**src/rtl/rx_pkg.sv**
```systemverilog
// Shared definitions for the RX frame controller: FSM encoding and frame defaults.
package rx_pkg;

  localparam logic [15:0] SYNC_WORD_DEF = 16'hA5C3;
  localparam int unsigned HUNT_MAX_DEF  = 1024;
  localparam int unsigned BYTE_W        = 8;
  localparam int unsigned SYNC_W        = 16;

  typedef enum logic [1:0] {
    ST_IDLE    = 2'd0,
    ST_HUNT    = 2'd1,
    ST_LEN     = 2'd2,
    ST_PAYLOAD = 2'd3
  } rx_state_e;

endpackage

```
**src/rtl/bit_timer.sv**
```systemverilog
// Bit-period counter: counts 0..period while running and strobes dump on the last count.
module bit_timer
  import rx_pkg::*;
(
  input  logic              clk,
  input  logic              rst,
  input  logic [BYTE_W-1:0] period,
  input  logic              run,
  output logic              dump
);

  logic [BYTE_W-1:0] r_cnt;

  always_ff @(posedge clk) begin
    if (rst) begin
      r_cnt <= '0;
    end else if (!run || (r_cnt == period)) begin
      r_cnt <= '0;
    end else begin
      r_cnt <= r_cnt + BYTE_W'(1);
    end
  end

  // Decoded from registered count and run, so dump is low whenever idle.
  assign dump = run && (r_cnt == period);

endmodule

```
**src/rtl/rx_frame_ctrl.sv**
```systemverilog
// Frame receive controller: hunts for sync, reads a length byte, then delivers
// N payload bytes over a valid/ready handshake while pacing the demodulator.
module rx_frame_ctrl
  import rx_pkg::*;
#(
  parameter logic [15:0] SYNC_WORD = SYNC_WORD_DEF,
  parameter int unsigned HUNT_MAX  = HUNT_MAX_DEF
) (
  input  logic              clk,
  input  logic              rst,
  input  logic              start,
  input  logic              mode_cfg,
  input  logic [BYTE_W-1:0] bit_len,
  output logic              dump,
  output logic              mode_sel,
  input  logic              dec_bit,
  input  logic              dec_valid,
  output logic [BYTE_W-1:0] byte_data,
  output logic              byte_valid,
  input  logic              byte_ready,
  output logic              busy,
  output logic              frame_done,
  output logic              timeout,
  output logic              overflow
);

  localparam int unsigned CNT_W = ($clog2(HUNT_MAX + 1) < 3) ? 3 : $clog2(HUNT_MAX + 1);

  rx_state_e         r_state;
  rx_state_e         w_state_nxt;

  logic [BYTE_W-1:0] r_period;
  logic              r_mode;
  logic [SYNC_W-1:0] r_shift;
  logic [CNT_W-1:0]  r_bit_cnt;
  logic [BYTE_W-1:0] r_acc;
  logic [BYTE_W-1:0] r_bytes_left;
  logic [BYTE_W-1:0] r_byte_data;
  logic              r_byte_valid;
  logic              r_frame_done;
  logic              r_timeout;
  logic              r_overflow;
  logic              r_busy;

  logic              w_start;
  logic              w_consume;
  logic [SYNC_W-1:0] w_shift_nxt;
  logic [BYTE_W-1:0] w_acc_nxt;
  logic              w_oct_done;
  logic              w_sync_hit;
  logic              w_hunt_exp;
  logic              w_len_zero;
  logic              w_byte_done;
  logic              w_last_byte;

  bit_timer u_bit_timer (
    .clk    (clk),
    .rst    (rst),
    .period (r_period),
    .run    (r_busy),
    .dump   (dump)
  );

  always_ff @(posedge clk) begin
    if (rst) begin
      r_state <= ST_IDLE;
    end else begin
      r_state <= w_state_nxt;
    end
  end

  // Per-cycle frame events derived from the current state and incoming bit.
  always_comb begin
    w_start     = 1'b0;
    w_consume   = 1'b0;
    w_shift_nxt = {r_shift[SYNC_W-2:0], dec_bit};
    w_acc_nxt   = {r_acc[BYTE_W-2:0], dec_bit};
    w_oct_done  = 1'b0;
    w_sync_hit  = 1'b0;
    w_hunt_exp  = 1'b0;
    w_len_zero  = 1'b0;
    w_byte_done = 1'b0;
    w_last_byte = 1'b0;

    w_start    = (r_state == ST_IDLE) && start;
    w_consume  = (r_state != ST_IDLE) && dec_valid;
    w_oct_done = w_consume && ((r_state == ST_LEN) || (r_state == ST_PAYLOAD)) &&
                 (r_bit_cnt == CNT_W'(7));
    w_sync_hit = w_consume && (r_state == ST_HUNT) && (w_shift_nxt == SYNC_WORD);
    w_hunt_exp = w_consume && (r_state == ST_HUNT) && !w_sync_hit &&
                 (r_bit_cnt == CNT_W'(HUNT_MAX - 1));
    w_len_zero  = w_oct_done && (r_state == ST_LEN) && (w_acc_nxt == '0);
    w_byte_done = w_oct_done && (r_state == ST_PAYLOAD);
    w_last_byte = w_byte_done && (r_bytes_left == BYTE_W'(1));
  end

  always_comb begin
    w_state_nxt = r_state;
    case (r_state)
      ST_IDLE: begin
        if (start) w_state_nxt = ST_HUNT;
      end
      ST_HUNT: begin
        if (w_sync_hit)      w_state_nxt = ST_LEN;
        else if (w_hunt_exp) w_state_nxt = ST_IDLE;
      end
      ST_LEN: begin
        if (w_oct_done) w_state_nxt = w_len_zero ? ST_IDLE : ST_PAYLOAD;
      end
      ST_PAYLOAD: begin
        if (w_last_byte) w_state_nxt = ST_IDLE;
      end
      default: w_state_nxt = ST_IDLE;
    endcase
  end

  always_ff @(posedge clk) begin
    if (rst) begin
      r_period     <= '0;
      r_mode       <= 1'b0;
      r_shift      <= '0;
      r_bit_cnt    <= '0;
      r_acc        <= '0;
      r_bytes_left <= '0;
      r_byte_data  <= '0;
      r_byte_valid <= 1'b0;
      r_frame_done <= 1'b0;
      r_timeout    <= 1'b0;
      r_overflow   <= 1'b0;
      r_busy       <= 1'b0;
    end else begin
      r_frame_done <= w_len_zero || w_last_byte;
      r_timeout    <= w_hunt_exp;
      r_busy       <= (w_state_nxt != ST_IDLE);

      if (w_start) begin
        r_mode     <= mode_cfg;
        r_period   <= bit_len;
        r_overflow <= 1'b0;
        r_shift    <= '0;
        r_bit_cnt  <= '0;
        r_acc      <= '0;
      end else if (w_consume) begin
        r_shift <= w_shift_nxt;
        r_acc   <= w_acc_nxt;
        if (w_sync_hit || w_hunt_exp || w_oct_done) begin
          r_bit_cnt <= '0;
        end else begin
          r_bit_cnt <= r_bit_cnt + CNT_W'(1);
        end
        if (w_oct_done && (r_state == ST_LEN)) begin
          r_bytes_left <= w_acc_nxt;
        end else if (w_byte_done) begin
          r_bytes_left <= r_bytes_left - BYTE_W'(1);
        end
      end

      // A completed byte always wins the output slot; it is only lost if unaccepted.
      if (w_byte_done) begin
        r_byte_data  <= w_acc_nxt;
        r_byte_valid <= 1'b1;
        if (r_byte_valid && !byte_ready) r_overflow <= 1'b1;
      end else if (r_byte_valid && byte_ready) begin
        r_byte_valid <= 1'b0;
      end
    end
  end

  assign mode_sel   = r_mode;
  assign byte_data  = r_byte_data;
  assign byte_valid = r_byte_valid;
  assign busy       = r_busy;
  assign frame_done = r_frame_done;
  assign timeout    = r_timeout;
  assign overflow   = r_overflow;

endmodule

```
**config.mk**
```make
export PLATFORM = sky130hd
export DESIGN_NAME = rx_frame_ctrl
export DESIGN_NICKNAME = d
export VERILOG_FILES = /design/src/rtl/rx_pkg.sv /design/src/rtl/bit_timer.sv /design/src/rtl/rx_frame_ctrl.sv
export SDC_FILE = /design/constraint.sdc
export NUM_CORES = 1
export LEC_CHECK = 0
export BUFFER_PORTS_ARGS = -buffer_cell sky130_fd_sc_hd__buf_2
export CORE_MARGIN = 2
export CORE_UTILIZATION = 61
export DETAILED_ROUTE_END_ITERATION = 8
export HOLD_SLACK_MARGIN = 0.1
export PLACE_DENSITY = 0.82
export SYNTH_ARGS = -nofsm -noshare
export SYNTH_HDL_FRONTEND = slang
export SYNTH_SLANG_ARGS = --single-unit
```
**constraint.sdc**
```tcl
create_clock -name clk -period 4.1 [get_ports clk]
set_input_delay 0.615 -clock clk [delete_from_list [all_inputs] [get_ports clk]]
set_output_delay 0.615 -clock clk [all_outputs]
set_load 0.01 [all_outputs]
```
# Yosys cells after proc, flatten, opt, wreduce, memory -nomap -nowiden
# Index checks and enable logic that the tools add are counted.
# totals
mem_bits_ro	0
mem_count	0
latch_bits	0
out_inout_bits	15
ramBits	0
inputBits	15
register_bits	73
# op_classes
reduce_logical	32
addsub	3
eq_ne	8
multipliers	0
magnitude_cmp	0
n_div	0
n_mux	15
shift	0
bitwise	1
# op_table
operator	n
$eq A16 B16 Y1 const B	1
$mux W8	2
$logic_and A1 B1 Y1	15
$mux W2	6
$add A11 B1 Y11 const B	1
$eq A11 B10 Y1 const B	1
$eq A11 B3 Y1 const B	1
$mux W11	1
$add A8 B1 Y8 const B	1
$eq A8 B1 Y1 const B	1
$eq A8 B8 Y1	1
$logic_not A8 Y1	1
$pmux W2 S4	1
$reduce_bool A2 Y1	4
$sub A8 B1 Y8 const B	1
$logic_or A1 B1 Y1	5
$mux W1	5
$eq A2 B2 Y1 const B	2
$reduce_or A2 Y1	2
$logic_not A1 Y1	3
$reduce_and A3 Y1	1
$eq A2 B1 Y1 const B	1
$logic_not A2 Y1	1
$not A1 Y1	1

# Depth between registers and ports, before layout
# depth
ltp_word	11
mapped_depth	8
depth_no_buf	7

# Cells and area by module
# Synthesis repeated with hierarchy kept, for this count alone.
# hier_totals
hier_cells	339
hier_area_um2	2950.3
# by_module_without_submodules
mod	area_each_um2	n_inst	cells_per_inst	seq_area_each_um2
rx_frame_ctrl	2473.6	1	292	1161.1
bit_timer	476.7	1	47	160.2

# Worst setup path after synthesis
# Ideal clock, no wire load.
# synth_path
path_type	input port to flip-flop
from	in dec_bit
to	reg r_busy, in the netlist busy
setup_slack_ns	1.709
stages	6
arrival_ns	2.271
path_cell_list	or4bb_1 -> or4_1 -> buf_2 -> mux2i_1 -> a211o_1 -> or2_1
# synth_between
elab_chain_len	9
word_cells_on_any_way	13
cone_classes	eq/ne (1); mux (5); reduce/logical (7)
# synth_rtl
element	line_no	source
start: declaration	rx_frame_ctrl.sv:16	input logic dec_bit,
$eq A16 B16 Y1	rx_frame_ctrl.sv:89	w_sync_hit = w_consume && (r_state == ST_HUNT) && (w_shift_nxt == SYNC_WORD);
$logic_and A1 B1 Y1	rx_frame_ctrl.sv:89	
$logic_not A1 Y1	rx_frame_ctrl.sv:90	w_hunt_exp = w_consume && (r_state == ST_HUNT) && !w_sync_hit &&
$logic_and A1 B1 Y1 (2 in series)	rx_frame_ctrl.sv:90	
$mux W2	rx_frame_ctrl.sv:105	else if (w_hunt_exp) w_state_nxt = ST_IDLE;
$mux W2	rx_frame_ctrl.sv:104	if (w_sync_hit) w_state_nxt = ST_LEN;
$pmux W2 S4 (*)	rx_frame_ctrl.sv:99	case (r_state)
$reduce_bool A2 Y1 (*)	rx_frame_ctrl.sv:134	r_busy <= (w_state_nxt != ST_IDLE);
end signal: assignment	rx_frame_ctrl.sv:134	
end: declaration	rx_frame_ctrl.sv:43	logic r_busy;
# Mark *: on every way between the ends. The rest lies on a longest branch, timed or not.
# A chain may end at the register's enable or synchronous reset.

# Worst setup path after layout
# layout_path
from	reg r_shift[1]
to	reg r_bit_cnt[1]
# layout_between
elab_chain_len	8
# layout_rtl
element	line_no	source
start: declaration	rx_frame_ctrl.sv:34	logic [SYNC_W-1:0] r_shift;
start signal: assignment	rx_frame_ctrl.sv:144	r_shift <= w_shift_nxt;
$eq A16 B16 Y1 (*)	rx_frame_ctrl.sv:89	
$logic_and A1 B1 Y1 (*)	rx_frame_ctrl.sv:89	
$logic_not A1 Y1	rx_frame_ctrl.sv:90	
$logic_and A1 B1 Y1 (2 in series)	rx_frame_ctrl.sv:90	
$logic_or A1 B1 Y1 (*) (2 in series)	rx_frame_ctrl.sv:146	if (w_sync_hit || w_hunt_exp || w_oct_done) begin
$mux W11 (*)	rx_frame_ctrl.sv:146	
end signal: assignment	rx_frame_ctrl.sv:149	r_bit_cnt <= r_bit_cnt + CNT_W'(1);
end: declaration	rx_frame_ctrl.sv:35	logic [CNT_W-1:0] r_bit_cnt;
# Marks and branches as above.

==> results.py <==
metrics = {
    "sta": {
        "slew_violations": 0,
        "finalSetupTns_ns": 0,
        "grt_setup_unrepaired": "no",
        "relSlewSlack_pct": 47.55,
        "setup_viol": 0,
        "max_clock_freq_ghz": 0.4007,
        "worstMarginPinSlew_ns": 0.7867,
        "worst_slack_ns": 1.604,
        "finClkSkew_ns": 0.006719,
        "finalHoldViolations": 0,
        "min_period_over_period_pct": 60.87,
        "fin_crit_ns": 2.496,
    },
    "clocking": {
        "path_clk_slew_ns": 0.07,
        "cts-hold-fix-buffers": 0,
        "numCtsBuffers": 9,
        "clkSinkCount": 66,
        "h-tree-depth": 3,
        "cts-root-buf": "clkbuf_8",
        "cts_tree": "yes",
        "cts.repair.resized": 0,
        "postCtsSetupBuffers": 0,
        "cts_buffer_depth": 2,
        "clk_latency_ns": 0.35,
    },
    "routing": {
        "drt_iter0_drc": 131,
        "drcViolationCount": 0,
        "wl_per_cell_um": 14.04,
        "num_vias": 2534,
        "dr.pass1.iters": 4,
        "drt-vias-per-instance": 5.707,
        "finalWirelength_um": 6235,
        "final_antenna_net_count": 0,
    },
    "layout": {
        "syn_to_final_growth_pct": 11.46,
        "layout.cells.non_filler": 444,
        "nNetsFinal": 404,
        "nFillCells": 362,
        "design_area_um2": 3274,
        "layout-drive-gt1-share_pct": 15.90,
        "n_antenna_cell": 0,
    },
    "yosys": {
        "synth_nets": 381,
        "yosysTopAreaCellShare_pct": 44.97,
        "netlist_area_um2": 2938,
        "synth_largest_area_cell": "dfxtp_1",
        "ys_types": 45,
        "synth.ff_latch_count": 66,
        "synthTopCellsByArea": "dfxtp_1 (45%), nand2_1 (10%), a21oi_1 (7.7%), nor2_1 (4.5%), xnor2_1 (4.2%)",
        "ys.flop_type": "dfxtp_1",
        "ys_seq_area_share_pct": 44.97,
        "syn-instance-count": 362,
        "synth-edff-count": 0,
        "yosysWarnings": 0,
        "syn_area_per_cell_um2": 8.116,
        "async_flop_share_pct": 0,
    },
    "placed_design": {
        "port-buffer-count": 29,
        "preCtsSetupSlack_ns": 1.366,
        "place_congestion": 0.8757,
        "dp.cells": 428,
        "hpwl_um": 4176,
        "placement.cell_area_um2": 3084,
    },
    "setup_path": {
        "criticalPathCategory": "reg -> reg",
        "critPathTopFamily": "simple AND/OR/NAND/NOR gates",
        "critPathArrivalTime_ns": 2.69,
        "crit_chain": "or4_4 -> or4_1 -> o2111ai_2 -> a21oi_1",
        "slowest_stage": "o2111ai_2",
        "worstSetupStartpointType": "flop",
        "max_stage_delay_ns": 0.71,
        "required_ns": 4.30,
        "worst-path-buf-inv": 0,
        "critPathCaptureType": "flop",
        "crit_fanout": 11,
    },
    "global_route": {
        "grt_use_total_pct": 24.69,
        "antenna_found_initial": 0,
        "grt_pass1_wl_um": 10140,
        "overflow": 0,
        "grt_pass1_vias": 2311,
        "grt_max_degree": 37,
    },
    "die": {
        "die_h_um": 73.40,
        "core_area_um2": 4692,
        "core.rowCount": 25,
        "start_util_pct": 62.61,
        "io_pins": 30,
        "dieArea_um2": 5388,
        "die_w_um": 73.40,
    },
    "power": {
        "ir_drop_v": 0.0002089,
        "power_density_nw_per_um2": 382.6,
        "leakage_uw": 0.001198,
        "finalPower_uw": 1253,
    },
    "flow_run": {
        "cap_viol_max_count": 0,
    },
    "hold_path": {
        "hold_path_class": "reg -> reg",
    },
    "run_status": {
        "outcome": "finished, final reports clean",
    },
}
stage by stage:
stage               hold WS (ns)  utilization [%]
finish                    0.4542            69.79
global route              0.4797            69.79
CTS                       0.4537            69.79
detailed placement        0.4445            65.73
floorplan                 0.4319                -
global placement          0.4396            65.73
power breakdown:
| part | leakage, uW | total [uW] | switching (uW) | internal, uW |
|---|---|---|---|---|
| clock | 0.0000944 | 510 | 243 | 266 |
| combinational | 0.000570 | 80.0 | 51.5 | 28.6 |
| sequential | 0.000534 | 663 | 11.4 | 652 |
placed cells by master (no fill, tap or decap), types with 3 or more instances in the layout:
master / count
clkbuf_8: 12
and2_1: 3
ha_1: 4
nor4_1: 3
xnor2_1: 14
dfxtp_1: 66
a21oi_1: 45
nor2b_1: 4
xor2_1: 10
nand2_1: 79
nor2_2: 10
buf_2: 29
inv_1: 5
nand3_1: 8
and3_1: 3
nand2b_1: 5
nor2_1: 35
a211oi_1: 4
nor3_1: 4
nand4_1: 6
o22ai_1: 4
per-layer routing:
metal / up-vias / global-route usage, % / part of all wire, %
met1: 1182 / 29.82 / 44
met5: - / 0 / 0
met4: 0 / 14.95 / 2.2
met2: 65 / 40.64 / 50
li1: 1273 / - / -
met3: 14 / 4.664 / 4.5
cell families after synthesis:
logic type | Yosys count | share of synthesized area, %
compound gates | 65 | 12.73
xor+xnor | 24 | 7.155
fa+ha+maj | 4 | 1.704
buf+inv | 24 | 3.407
flops | 66 | 44.97
mux | 1 | 0.3407
simple gates | 178 | 29.68
tightest hold or removal path, cell delays in order, from the launching register on:
cell and delay, ns:
dfxtp_1 0.31, nand2_1 0.05, a21oi_1 0.05
synth_stat cells, types with 2 or more instances:
library cell	n
xnor2_1	14
a21oi_1	45
a211oi_1	4
nand3_1	8
buf_2	2
and3_1	3
dfxtp_1	66
nor3_1	4
nand2_1	79
clkbuf_1	16
inv_1	5
o22ai_1	4
a2bb2oi_1	2
nor4_1	3
a31oi_1	2
and4_1	2
and2_1	3
or3_1	2
nand4_1	6
nand3b_1	2
nand2b_1	5
or4bb_1	2
o21ai_1	2
ha_1	4
nor2_2	10
or4_1	2
xor2_1	10
nor2_1	35
nor2b_1	4
worst paths after layout:
kind	from	end	slack, ns	depth (start not counted)
max	r_shift[1]$_SDFFE_PP0N_	r_bit_cnt[1]$_SDFFE_PP0N_	1.60	4
min	byte_data[7]$_SDFFE_PP0P_	byte_data[7]$_SDFFE_PP0P_	0.45	2
min reg2reg	byte_data[7]$_SDFFE_PP0P_	byte_data[7]$_SDFFE_PP0P_	0.45	2
max reg2reg	r_shift[1]$_SDFFE_PP0N_	r_bit_cnt[1]$_SDFFE_PP0N_	1.60	4
layout make-up:
class                   count  area (um^2)  area share [%]
inverters                   5        18.77          0.5732
repair buffers             31        160.2           4.891
multi-input cells         272         1516           46.31
flip-flops and latches     66         1321           40.35
clock buffers              12        165.2           5.044
clock inverters             4        25.02          0.7642
well taps                  54        67.56           2.063
flip-flops by register name, indices dropped and copies added, names as in the netlist, 2 cells and up:
| register | cells |
|---|---|
| r_bit_cnt | 11 |
| r_period | 8 |
| r_bytes_left | 8 |
| r_state | 2 |
| r_shift | 15 |
| u_bit_timer.r_cnt | 8 |
| byte_data | 8 |
Note: power is estimated with default switching activity, not from simulation.
